`src/rtl/uart_pkg.sv`:
```
// -----------------------------------------------------------------------------
// uart_pkg
// Shared UART definitions used by the interrupt controller:
//   - IIR source ID codes (the value placed on iir_o[3:1])
//   - bit positions of the interrupt enable register
//   - RX trigger level selector encoding
// -----------------------------------------------------------------------------
package uart_pkg;

   // IIR[3:1] source identifiers
   localparam logic [2:0] IIR_RLS  = 3'b011;
   localparam logic [2:0] IIR_RDA  = 3'b010;
   localparam logic [2:0] IIR_CTI  = 3'b110;
   localparam logic [2:0] IIR_THRE = 3'b001;
   localparam logic [2:0] IIR_MS   = 3'b000;
   // Full IIR value when nothing enabled is pending (bit 0 set)
   localparam logic [3:0] IIR_NONE = 4'b0001;

   // IER bit positions
   localparam int unsigned IER_RDA  = 0;
   localparam int unsigned IER_THRE = 1;
   localparam int unsigned IER_RLS  = 2;
   localparam int unsigned IER_MS   = 3;

   // RX trigger level select
   typedef enum logic [1:0] {
      TRG_ONE     = 2'b00,
      TRG_QUARTER = 2'b01,
      TRG_HALF    = 2'b10,
      TRG_NEAR    = 2'b11
   } trg_level_e;

endpackage : uart_pkg

```
`src/rtl/uart_irq_tmo.sv`:
```
// -----------------------------------------------------------------------------
// uart_irq_tmo
// Character-timeout tracker. Counts bit periods while the RX FIFO holds data
// and sees no push/pop traffic; flags a timeout once TO_BITS periods elapse.
//
// Ports:
//   clk_i      clock
//   rst_n_i    synchronous active-low reset
//   fifo_en_i  FIFO mode; timeout is inactive when 0
//   rx_elem_i  RX FIFO occupancy
//   rx_push_i  RX FIFO write strobe (restarts the count)
//   rx_pop_i   RX FIFO read strobe (restarts the count)
//   bit_tick_i one-cycle pulse per bit period
//   cti_o      registered timeout-pending level
// -----------------------------------------------------------------------------
module uart_irq_tmo
   import uart_pkg::*;
#(
   parameter int unsigned TO_BITS        = 40,
   parameter int unsigned LOG_FIFO_DEPTH = 4
) (
   input  logic                      clk_i,
   input  logic                      rst_n_i,
   input  logic                      fifo_en_i,
   input  logic [LOG_FIFO_DEPTH:0]   rx_elem_i,
   input  logic                      rx_push_i,
   input  logic                      rx_pop_i,
   input  logic                      bit_tick_i,
   output logic                      cti_o
);

   localparam int unsigned CNT_W = $clog2(TO_BITS + 1);
   localparam logic [CNT_W-1:0] CNT_MAX = CNT_W'(TO_BITS);

   logic [CNT_W-1:0] cnt_r;
   logic [CNT_W-1:0] cnt_nxt_s;
   logic             rx_empty_s;
   logic             cti_r;

   assign rx_empty_s = (rx_elem_i == {(LOG_FIFO_DEPTH+1){1'b0}});

   // Next counter value: restart on empty FIFO or any FIFO traffic, saturate at CNT_MAX
   always_comb begin
      cnt_nxt_s = cnt_r;
      if (!fifo_en_i) begin
         cnt_nxt_s = {CNT_W{1'b0}};
      end else if (rx_empty_s || rx_push_i || rx_pop_i) begin
         cnt_nxt_s = {CNT_W{1'b0}};
      end else if (bit_tick_i && (cnt_r != CNT_MAX)) begin
         cnt_nxt_s = cnt_r + CNT_W'(1);
      end else begin
         cnt_nxt_s = cnt_r;
      end
   end

   // Counter and timeout-pending registers; pending derives from the next count so
   // it appears in the same cycle the counter reaches the limit
   always_ff @(posedge clk_i) begin
      if (!rst_n_i) begin
         cnt_r <= {CNT_W{1'b0}};
         cti_r <= 1'b0;
      end else begin
         cnt_r <= cnt_nxt_s;
         cti_r <= fifo_en_i && !rx_empty_s && (cnt_nxt_s == CNT_MAX);
      end
   end

   assign cti_o = cti_r;

endmodule : uart_irq_tmo

```
`src/rtl/uart_irq_ctrl.sv`:
```
// -----------------------------------------------------------------------------
// uart_irq_ctrl
// 16550-style interrupt controller. Keeps per-source pending state for line
// status, RX data available, character timeout, TX holding empty and (optionally)
// modem status, then prioritises the enabled sources into an IIR code and IRQ.
//
// Build option: define UART_IRQ_MSI_EN to include the modem-status source.
//
// Ports:
//   clk_i        clock
//   rst_n_i      synchronous active-low reset
//   ier_i        enables [0] RDA/CTI [1] THRE [2] RLS [3] MS
//   fifo_en_i    FIFO mode (0 = 16450 mode, trigger fixed at 1, no timeout)
//   trg_level_i  RX trigger select
//   rx_elem_i    RX FIFO occupancy
//   tx_elem_i    TX FIFO occupancy
//   rx_push_i    RX FIFO write strobe
//   rx_pop_i     RX FIFO read strobe
//   tx_push_i    TX FIFO write strobe
//   bit_tick_i   one pulse per bit period
//   line_err_i   line error pulse
//   lsr_rd_i     LSR read strobe
//   iir_rd_i     IIR read strobe
//   msr_rd_i     MSR read strobe
//   msr_delta_i  modem delta flags
//   iir_o        [0] no interrupt pending, [3:1] source ID
//   irq_o        interrupt request
// -----------------------------------------------------------------------------
module uart_irq_ctrl
   import uart_pkg::*;
#(
   parameter int unsigned FIFO_DEPTH     = 16,
   parameter int unsigned LOG_FIFO_DEPTH = $clog2(FIFO_DEPTH),
   parameter int unsigned TO_BITS        = 40
) (
   input  logic                      clk_i,
   input  logic                      rst_n_i,
   input  logic [3:0]                ier_i,
   input  logic                      fifo_en_i,
   input  logic [1:0]                trg_level_i,
   input  logic [LOG_FIFO_DEPTH:0]   rx_elem_i,
   input  logic [LOG_FIFO_DEPTH:0]   tx_elem_i,
   input  logic                      rx_push_i,
   input  logic                      rx_pop_i,
   input  logic                      tx_push_i,
   input  logic                      bit_tick_i,
   input  logic                      line_err_i,
   input  logic                      lsr_rd_i,
   input  logic                      iir_rd_i,
   input  logic                      msr_rd_i,
   input  logic [3:0]                msr_delta_i,
   output logic [3:0]                iir_o,
   output logic                      irq_o
);

   localparam int unsigned ELEM_W = LOG_FIFO_DEPTH + 1;
   localparam logic [ELEM_W-1:0] TRG_T_ONE     = ELEM_W'(1);
   localparam logic [ELEM_W-1:0] TRG_T_QUARTER = ELEM_W'(FIFO_DEPTH / 4);
   localparam logic [ELEM_W-1:0] TRG_T_HALF    = ELEM_W'(FIFO_DEPTH / 2);
   localparam logic [ELEM_W-1:0] TRG_T_NEAR    = ELEM_W'(FIFO_DEPTH - 2);

   logic [ELEM_W-1:0] trg_thr_s;
   logic              rls_r;
   logic              rda_r;
   logic              cti_s;
   logic              thre_r;
   logic              thre_cond_s;
   logic              thre_cond_r;
   logic              thre_rise_s;
   logic              thre_rd_clr_s;
   logic              ms_s;
   logic [3:0]        iir_s;

   // RX trigger threshold; 16450 mode always interrupts on a single character
   always_comb begin
      trg_thr_s = TRG_T_ONE;
      if (!fifo_en_i) begin
         trg_thr_s = TRG_T_ONE;
      end else begin
         case (trg_level_e'(trg_level_i))
            TRG_ONE:     trg_thr_s = TRG_T_ONE;
            TRG_QUARTER: trg_thr_s = TRG_T_QUARTER;
            TRG_HALF:    trg_thr_s = TRG_T_HALF;
            TRG_NEAR:    trg_thr_s = TRG_T_NEAR;
            default:     trg_thr_s = TRG_T_ONE;
         endcase
      end
   end

   // THRE is edge-triggered on "enabled and TX empty" so enabling it while empty raises it
   assign thre_cond_s   = ier_i[IER_THRE] && (tx_elem_i == {ELEM_W{1'b0}});
   assign thre_rise_s   = thre_cond_s && !thre_cond_r;
   assign thre_rd_clr_s = iir_rd_i && !iir_s[0] && (iir_s[3:1] == IIR_THRE);

   // Pending registers for RLS, RDA and THRE; set beats clear where both occur
   always_ff @(posedge clk_i) begin
      if (!rst_n_i) begin
         rls_r       <= 1'b0;
         rda_r       <= 1'b0;
         thre_r      <= 1'b0;
         thre_cond_r <= 1'b0;
      end else begin
         if (line_err_i) begin
            rls_r <= 1'b1;
         end else if (lsr_rd_i) begin
            rls_r <= 1'b0;
         end else begin
            rls_r <= rls_r;
         end

         rda_r       <= (rx_elem_i >= trg_thr_s);
         thre_cond_r <= thre_cond_s;

         if (thre_rise_s) begin
            thre_r <= 1'b1;
         end else if (tx_push_i || thre_rd_clr_s) begin
            thre_r <= 1'b0;
         end else begin
            thre_r <= thre_r;
         end
      end
   end

   uart_irq_tmo #(
      .TO_BITS        (TO_BITS),
      .LOG_FIFO_DEPTH (LOG_FIFO_DEPTH)
   ) u_tmo (
      .clk_i      (clk_i),
      .rst_n_i    (rst_n_i),
      .fifo_en_i  (fifo_en_i),
      .rx_elem_i  (rx_elem_i),
      .rx_push_i  (rx_push_i),
      .rx_pop_i   (rx_pop_i),
      .bit_tick_i (bit_tick_i),
      .cti_o      (cti_s)
   );

`ifdef UART_IRQ_MSI_EN
   logic ms_r;

   // Modem-status pending: any delta flag sets, MSR read clears, set wins
   always_ff @(posedge clk_i) begin
      if (!rst_n_i) begin
         ms_r <= 1'b0;
      end else if (|msr_delta_i) begin
         ms_r <= 1'b1;
      end else if (msr_rd_i) begin
         ms_r <= 1'b0;
      end else begin
         ms_r <= ms_r;
      end
   end

   assign ms_s = ms_r && ier_i[IER_MS];
`else
   logic unused_ms_s;

   assign unused_ms_s = ^{msr_delta_i, msr_rd_i, ier_i[IER_MS]};
   assign ms_s        = 1'b0;
`endif

   // Priority encode of enabled pending sources, highest first
   always_comb begin
      iir_s = IIR_NONE;
      if (rls_r && ier_i[IER_RLS]) begin
         iir_s = {IIR_RLS, 1'b0};
      end else if (rda_r && ier_i[IER_RDA]) begin
         iir_s = {IIR_RDA, 1'b0};
      end else if (cti_s && ier_i[IER_RDA]) begin
         iir_s = {IIR_CTI, 1'b0};
      end else if (thre_r && ier_i[IER_THRE]) begin
         iir_s = {IIR_THRE, 1'b0};
      end else if (ms_s) begin
         iir_s = {IIR_MS, 1'b0};
      end else begin
         iir_s = IIR_NONE;
      end
   end

   assign iir_o = iir_s;
   assign irq_o = ~iir_s[0];

endmodule : uart_irq_ctrl
```
`config.mk`:
```
export PLATFORM = sky130hd
export DESIGN_NAME = uart_irq_ctrl
export DESIGN_NICKNAME = d
export VERILOG_FILES = /design/src/rtl/uart_pkg.sv /design/src/rtl/uart_irq_tmo.sv /design/src/rtl/uart_irq_ctrl.sv
export SDC_FILE = /design/constraint.sdc
export NUM_CORES = 1
export LEC_CHECK = 0
export CORE_ASPECT_RATIO = 0.9
export CORE_MARGIN = 2
export CORE_UTILIZATION = 30
export CTS_CLUSTER_DIAMETER = 40
export DETAILED_ROUTE_END_ITERATION = 6
export SKIP_LAST_GASP = 1
export SYNTH_ARGS = -nofsm -noshare
export SYNTH_HDL_FRONTEND = slang
export SYNTH_SLANG_ARGS = --single-unit
```
`constraint.sdc`:
```
create_clock -name clk_i -period 3.56 [get_ports clk_i]
set_clock_uncertainty 0.15 [all_clocks]
set_input_delay 0.712 -clock clk_i [delete_from_list [all_inputs] [get_ports clk_i]]
set_output_delay 0.712 -clock clk_i [all_outputs]
set_load 0.01 [all_outputs]
```
# Yosys cells after proc, flatten, opt, wreduce, memory -nomap -nowiden
# Index checks and enable logic that the tools add are counted.
# totals
reg_bits,11
output_inout_bits,5
elab_cells,50
inputBits,31
# op_classes
order_cmp,1
n_eq_ne,6
addsub,1
mux,13
reduce_logical,22
bitwise,1
# op_table
op,count
case mux 5 bit (4 select lines),1
2-to-1 mux 6 bit,3
2-to-1 mux 4 bit,3
logical AND 1 bit,11
zero test 5 bit,2
"adder 6 x 1 -> 6 bit, second input constant",1
"== test 6 bit, second input constant",1
"!= test 6 bit, second input constant",1
greater-or-equal comparator 5 bit,1
2-to-1 mux 5 bit,1
"== test 2 bit, second input constant",2
2-to-1 mux 1 bit,4
nonzero test 2 bit,2
"== test 3 x 1 -> 1 bit, second input constant",1
zero test 1 bit,3
logical OR 1 bit,3
"== test 2 x 1 -> 1 bit, second input constant",1
zero test 2 bit,1
2-to-1 mux 2 bit,1
inverter 1 bit,1

# Depth between registers and ports, before layout
# depth
word_depth,11
mapped_depth,6
ltp_nobuf,6

# Hierarchy
# A second synthesis with hierarchy kept.
# unflattened
hier_cells,85
area_unflattened_um2,724.4
# modules_own_cells
module,cells_each,seq_area_each_um2,n_inst,area_per_inst_um2
uart_irq_tmo,47,140.1,1,422.9
uart_irq_ctrl,38,80.1,1,301.5

# Worst setup path before layout
# No wires, ideal clock.
# synth_path
kind,in2out
from,in ier_i[0]
to,out iir_o[0]
path_slack_ps,1471
stages,4
path_buffers,0
arrival_ps,1227
t_required_ps,2698
path_cell_list,o21a_1 a21oi_1 nand2_1 inv_1
# synth_between
elab_chain_len,4
elab_cells_between_ends,5
classes_between,mux (3); reduce/logical (2)
# synth_lines
item,line_no,source
"start, declared",uart_irq_ctrl.sv:38,"input logic [3:0] ier_i,"
logical AND 1 bit,uart_irq_ctrl.sv:169,end else if (cti_s && ier_i[IER_RDA]) begin
2-to-1 mux 4 bit,uart_irq_ctrl.sv:169,
2-to-1 mux 4 bit (*),uart_irq_ctrl.sv:167,end else if (rda_r && ier_i[IER_RDA]) begin
2-to-1 mux 4 bit (*),uart_irq_ctrl.sv:165,if (rls_r && ier_i[IER_RLS]) begin
"end, declared",uart_irq_ctrl.sv:52,"output logic [3:0] iir_o,"
# Mark *: on every way between the ends. The rest lies on a longest branch, timed or not.

# Final worst setup path
# Same ends and word-level chain as after synthesis.

==> flow_metrics.env <==
export IMPL_status="finished, final reports clean"
export IMPL_hp_class="flip-flop to flip-flop"
export IMPL_swShare_pct=24.1
export IMPL_fin_ws_ns=0.540
export IMPL_ys_types=32
export IMPL_path_clk_slew_ns=0.07
export IMPL_setup_tns_ns=0
export IMPL_worstSetupPathType="input pin to output port"
export IMPL_grt_usage_pct=13.3
export IMPL_crit_path_start_kind="input pin"
export IMPL_worstSetupEndpointType="output port"
export IMPL_core_sq_um=2180
export IMPL_cp_top_family="buffers and inverters"
export IMPL_synth_top_family_by_area="simple AND/OR/NAND/NOR gates"
export IMPL_cell_internal_pwr_uw=208
export IMPL_cts_sinks=11
export IMPL_via_per_inst=4.89
export IMPL_yosys_warnings=0
export IMPL_post_cts_buffers=0
export IMPL_syn_num_nets=119
export IMPL_min_from="thre_cond_r"
export IMPL_die_w_um=54.9
export IMPL_min_period_over_period_pct=84.8
export IMPL_wl_um=1550
export IMPL_whs_path_depth=2
export IMPL_reg2reg_to="u_tmo.cti_o"
export IMPL_grt_pass1_wl_um=2730
export IMPL_rsz0062_at_grt="false"
export IMPL_first_global_vias=684
export IMPL_cts_hold_buf=0
export IMPL_max_slew_margin_rel_pct=79.3
export IMPL_rr_startpoint="u_tmo.cnt_r[0]"
export IMPL_syn_cell_area_sq_um=699
export IMPL_min_to="thre_r"
export IMPL_final_hold_viol_count=0
export IMPL_yosys_area_share_simple_pct=23.3
export IMPL_yosys_top_cells_area="dfxtp_1 (31%), ha_1 (11%), nand2_1 (4.8%), inv_1 (3.8%), xor2_1 (3.8%)"
export IMPL_peakVddDrop_v=0.000127
export IMPL_period_needed_ns=3.02
export IMPL_ys_ff_latch=11
export IMPL_critPathMaxFanout=3
export IMPL_finalMaxSlewViolations=0
export IMPL_drive_gt1_share_pct=7.08
export IMPL_drc=0
export IMPL_wire_per_inst_um=11.0
export IMPL_dp_hpwl_um=1270
export IMPL_crit_chain="clkdlybuf4s50_1 -> o21a_1 -> a21oi_1 -> nand2_1 -> inv_1 -> clkdlybuf4s50_1"
export IMPL_htreeDepth=1
export IMPL_r2r_cells=6
export IMPL_cts_buffers=3
export IMPL_dieArea_sq_um=2730
export IMPL_cp_required_ns=2.70
export IMPL_dr_pass1_iters=4
export IMPL_synth_largest_area_cell="dfxtp_1"
export IMPL_synth_xor_area_share_pct=5.01
export IMPL_vias=685
export IMPL_cts_resized=0
export IMPL_syn_inst=82
export IMPL_fmax_mhz=331
export IMPL_place_gp_congestion=0.861
export IMPL_final_cell_mix="clkdlybuf4s50_1 (29), dfxtp_1 (11), nand2_1 (9), inv_1 (7)"
export IMPL_initial_core_util_pct=32.1
export IMPL_worst_path_most_repeated_cell="clkdlybuf4s50_1"
export IMPL_grt_max_degree=8
export IMPL_crit_arrival_ns=2.16
export IMPL_p_per_area_nw_per_um2=264
export IMPL_clkPwrFrac_pct=31.7
export IMPL_syn_area_per_cell_sq_um=8.53
export IMPL_synth_seq_area_share_pct=31.5
export IMPL_reg2reg_slack_ns=1.88
export IMPL_tightest_slew_ns=0.311
export IMPL_ctsLongestPathBuffers=2
export IMPL_area_growth_pct=48.5
export IMPL_grt_ovfl_total=0
export IMPL_nFillCells=221
export IMPL_cap_violations=0
export IMPL_cts_root_buf="clkbuf_4"
export IMPL_clk_latency_ns=0.27
export IMPL_p_switching_uw=66.0
export IMPL_antenna_left=0
export IMPL_final_nets=151
export IMPL_critPathMaxStageDelay_ns=0.52
export IMPL_rows=16
export IMPL_cts_tree="built"
export IMPL_seq_power_share_pct=46.1
export IMPL_die_h_um=49.8
export IMPL_path_buf_inv=3
export IMPL_setup_viol=0
export IMPL_antenna_found_initial=0
export IMPL_antenna_cells=0
export IMPL_synth_area_mux_share_pct=1.43
export IMPL_synth_compound_area_share_pct=22.7
export IMPL_post_place_ws_ns=0.528
export IMPL_cellLeakagePower_nw=0.406
export IMPL_slowest_stage="clkdlybuf4s50_1"
export IMPL_synth_top_area_share_pct=31.5
export IMPL_layout_commonest_cell="clkdlybuf4s50_1"
export IMPL_synthAdderAreaFrac_pct=10.7
export IMPL_port_buffers=29
export IMPL_power_frac_comb_pct=22.2
export IMPL_drt_iter0_markers=16
export IMPL_io_pins=36
worst register-to-register path, delay by kind of cell, from the launching register on:
kind / cells / cell delay (ns)
flops: 1 / 0.33
buf+inv: 1 / 0.12
compound gates: 2 / 0.47
fa+ha+maj: 1 / 0.19
simple gates: 2 / 0.37
Yosys cell counts:
cell type,instances
nor4b_1,1
nor2b_1,1
a21boi_0,1
and4bb_2,1
o31ai_4,1
xor2_1,3
nor2_2,1
dfxtp_1,11
clkbuf_1,1
o32ai_1,1
a21o_1,1
o21a_1,3
nand4_1,2
o21ai_4,1
inv_1,7
o2111a_1,1
nand3_1,4
buf_4,1
mux2i_1,1
o21ai_0,4
a21oi_1,4
nor3_1,2
and3_1,2
or4_4,1
nand2_1,9
a311oi_1,1
nor2_1,6
o31ai_1,1
ha_1,6
xnor2_1,1
or3_1,1
o21bai_1,1
final cells by class:
cell class | count | area [sq um] | area share, %
multi-input cells | 62 | 442 | 42.5
clock buffers | 4 | 26.3 | 2.53
repair buffers | 29 | 290 | 28.0
inverters | 7 | 26.3 | 2.53
flip-flops and latches | 11 | 220 | 21.2
well taps | 27 | 33.8 | 3.25
worst max-delay path by stage:
stage	cells past startpoint	slack (ns)	end	from
6_report	6	0.54	iir_o[0]	ier_i[0]
5_1_grt	6	0.43	iir_o[0]	ier_i[0]
4_1_cts	6	0.52	iir_o[0]	ier_i[0]
3_5_place_dp	6	0.53	iir_o[0]	ier_i[0]
3_3_place_gp	6	0.55	iir_o[0]	ier_i[0]
2_1_floorplan	4	1.47	iir_o[0]	ier_i[0]
kinds of logic (layout without fill, tap and decap cells):
kind of cell | count (synthesis) | in the layout
DFF | 11 | 11
adders and majority gates | 6 | 6
xor gates and xnor gates | 4 | 4
muxes | 1 | 1
buffers and inverters | 9 | 40
AOI/OAI and AO/OA | 20 | 20
and+or+nand+nor | 31 | 31
routing by layer:
metal	vias to the layer above	wire, um	track usage [%]
li1	358	-	-
met1	305	726	16.4
met2	17	716	21.6
met3	5	71	2.73
met4	0	32	6.10
met5	-	0	0
power groups by stage:
| stage | logic (mW) | registers (mW) | clock network (mW) |
|---|---|---|---|
| finish | 0.0608 | 0.126 | 0.0868 |
| global route | 0.0665 | 0.127 | 0.0944 |
| CTS | 0.0615 | 0.126 | 0.0878 |
| detailed placement | 0.0611 | 0.129 | 0 |
| global placement | 0.0601 | 0.129 | 0 |
| floorplan | 0.0200 | 0.129 | 0 |
sequential cells by signal (all words and copies together) (netlist names):
register and cells:
rda_r 1, thre_cond_r 1, u_tmo.cnt_r 6, thre_r 1
rls_r 1, u_tmo.cti_o 1
stage by stage:
stage / power, mW / instances / instance area [sq um] / hold WS (ns) / utilization, %
3_5_place_dp: 0.190 / 136 / 1010 / 0.296 / 46.4
5_1_grt: 0.288 / 140 / 1040 / 0.335 / 47.6
3_3_place_gp: 0.190 / 136 / 1010 / 0.284 / 46.4
2_1_floorplan: 0.149 / 82 / 699 / 0.280 / -
4_1_cts: 0.276 / 140 / 1040 / 0.312 / 47.6
6_report: 0.274 / 140 / 1040 / 0.304 / 47.6
Note: power is estimated with default switching activity, not from simulation.
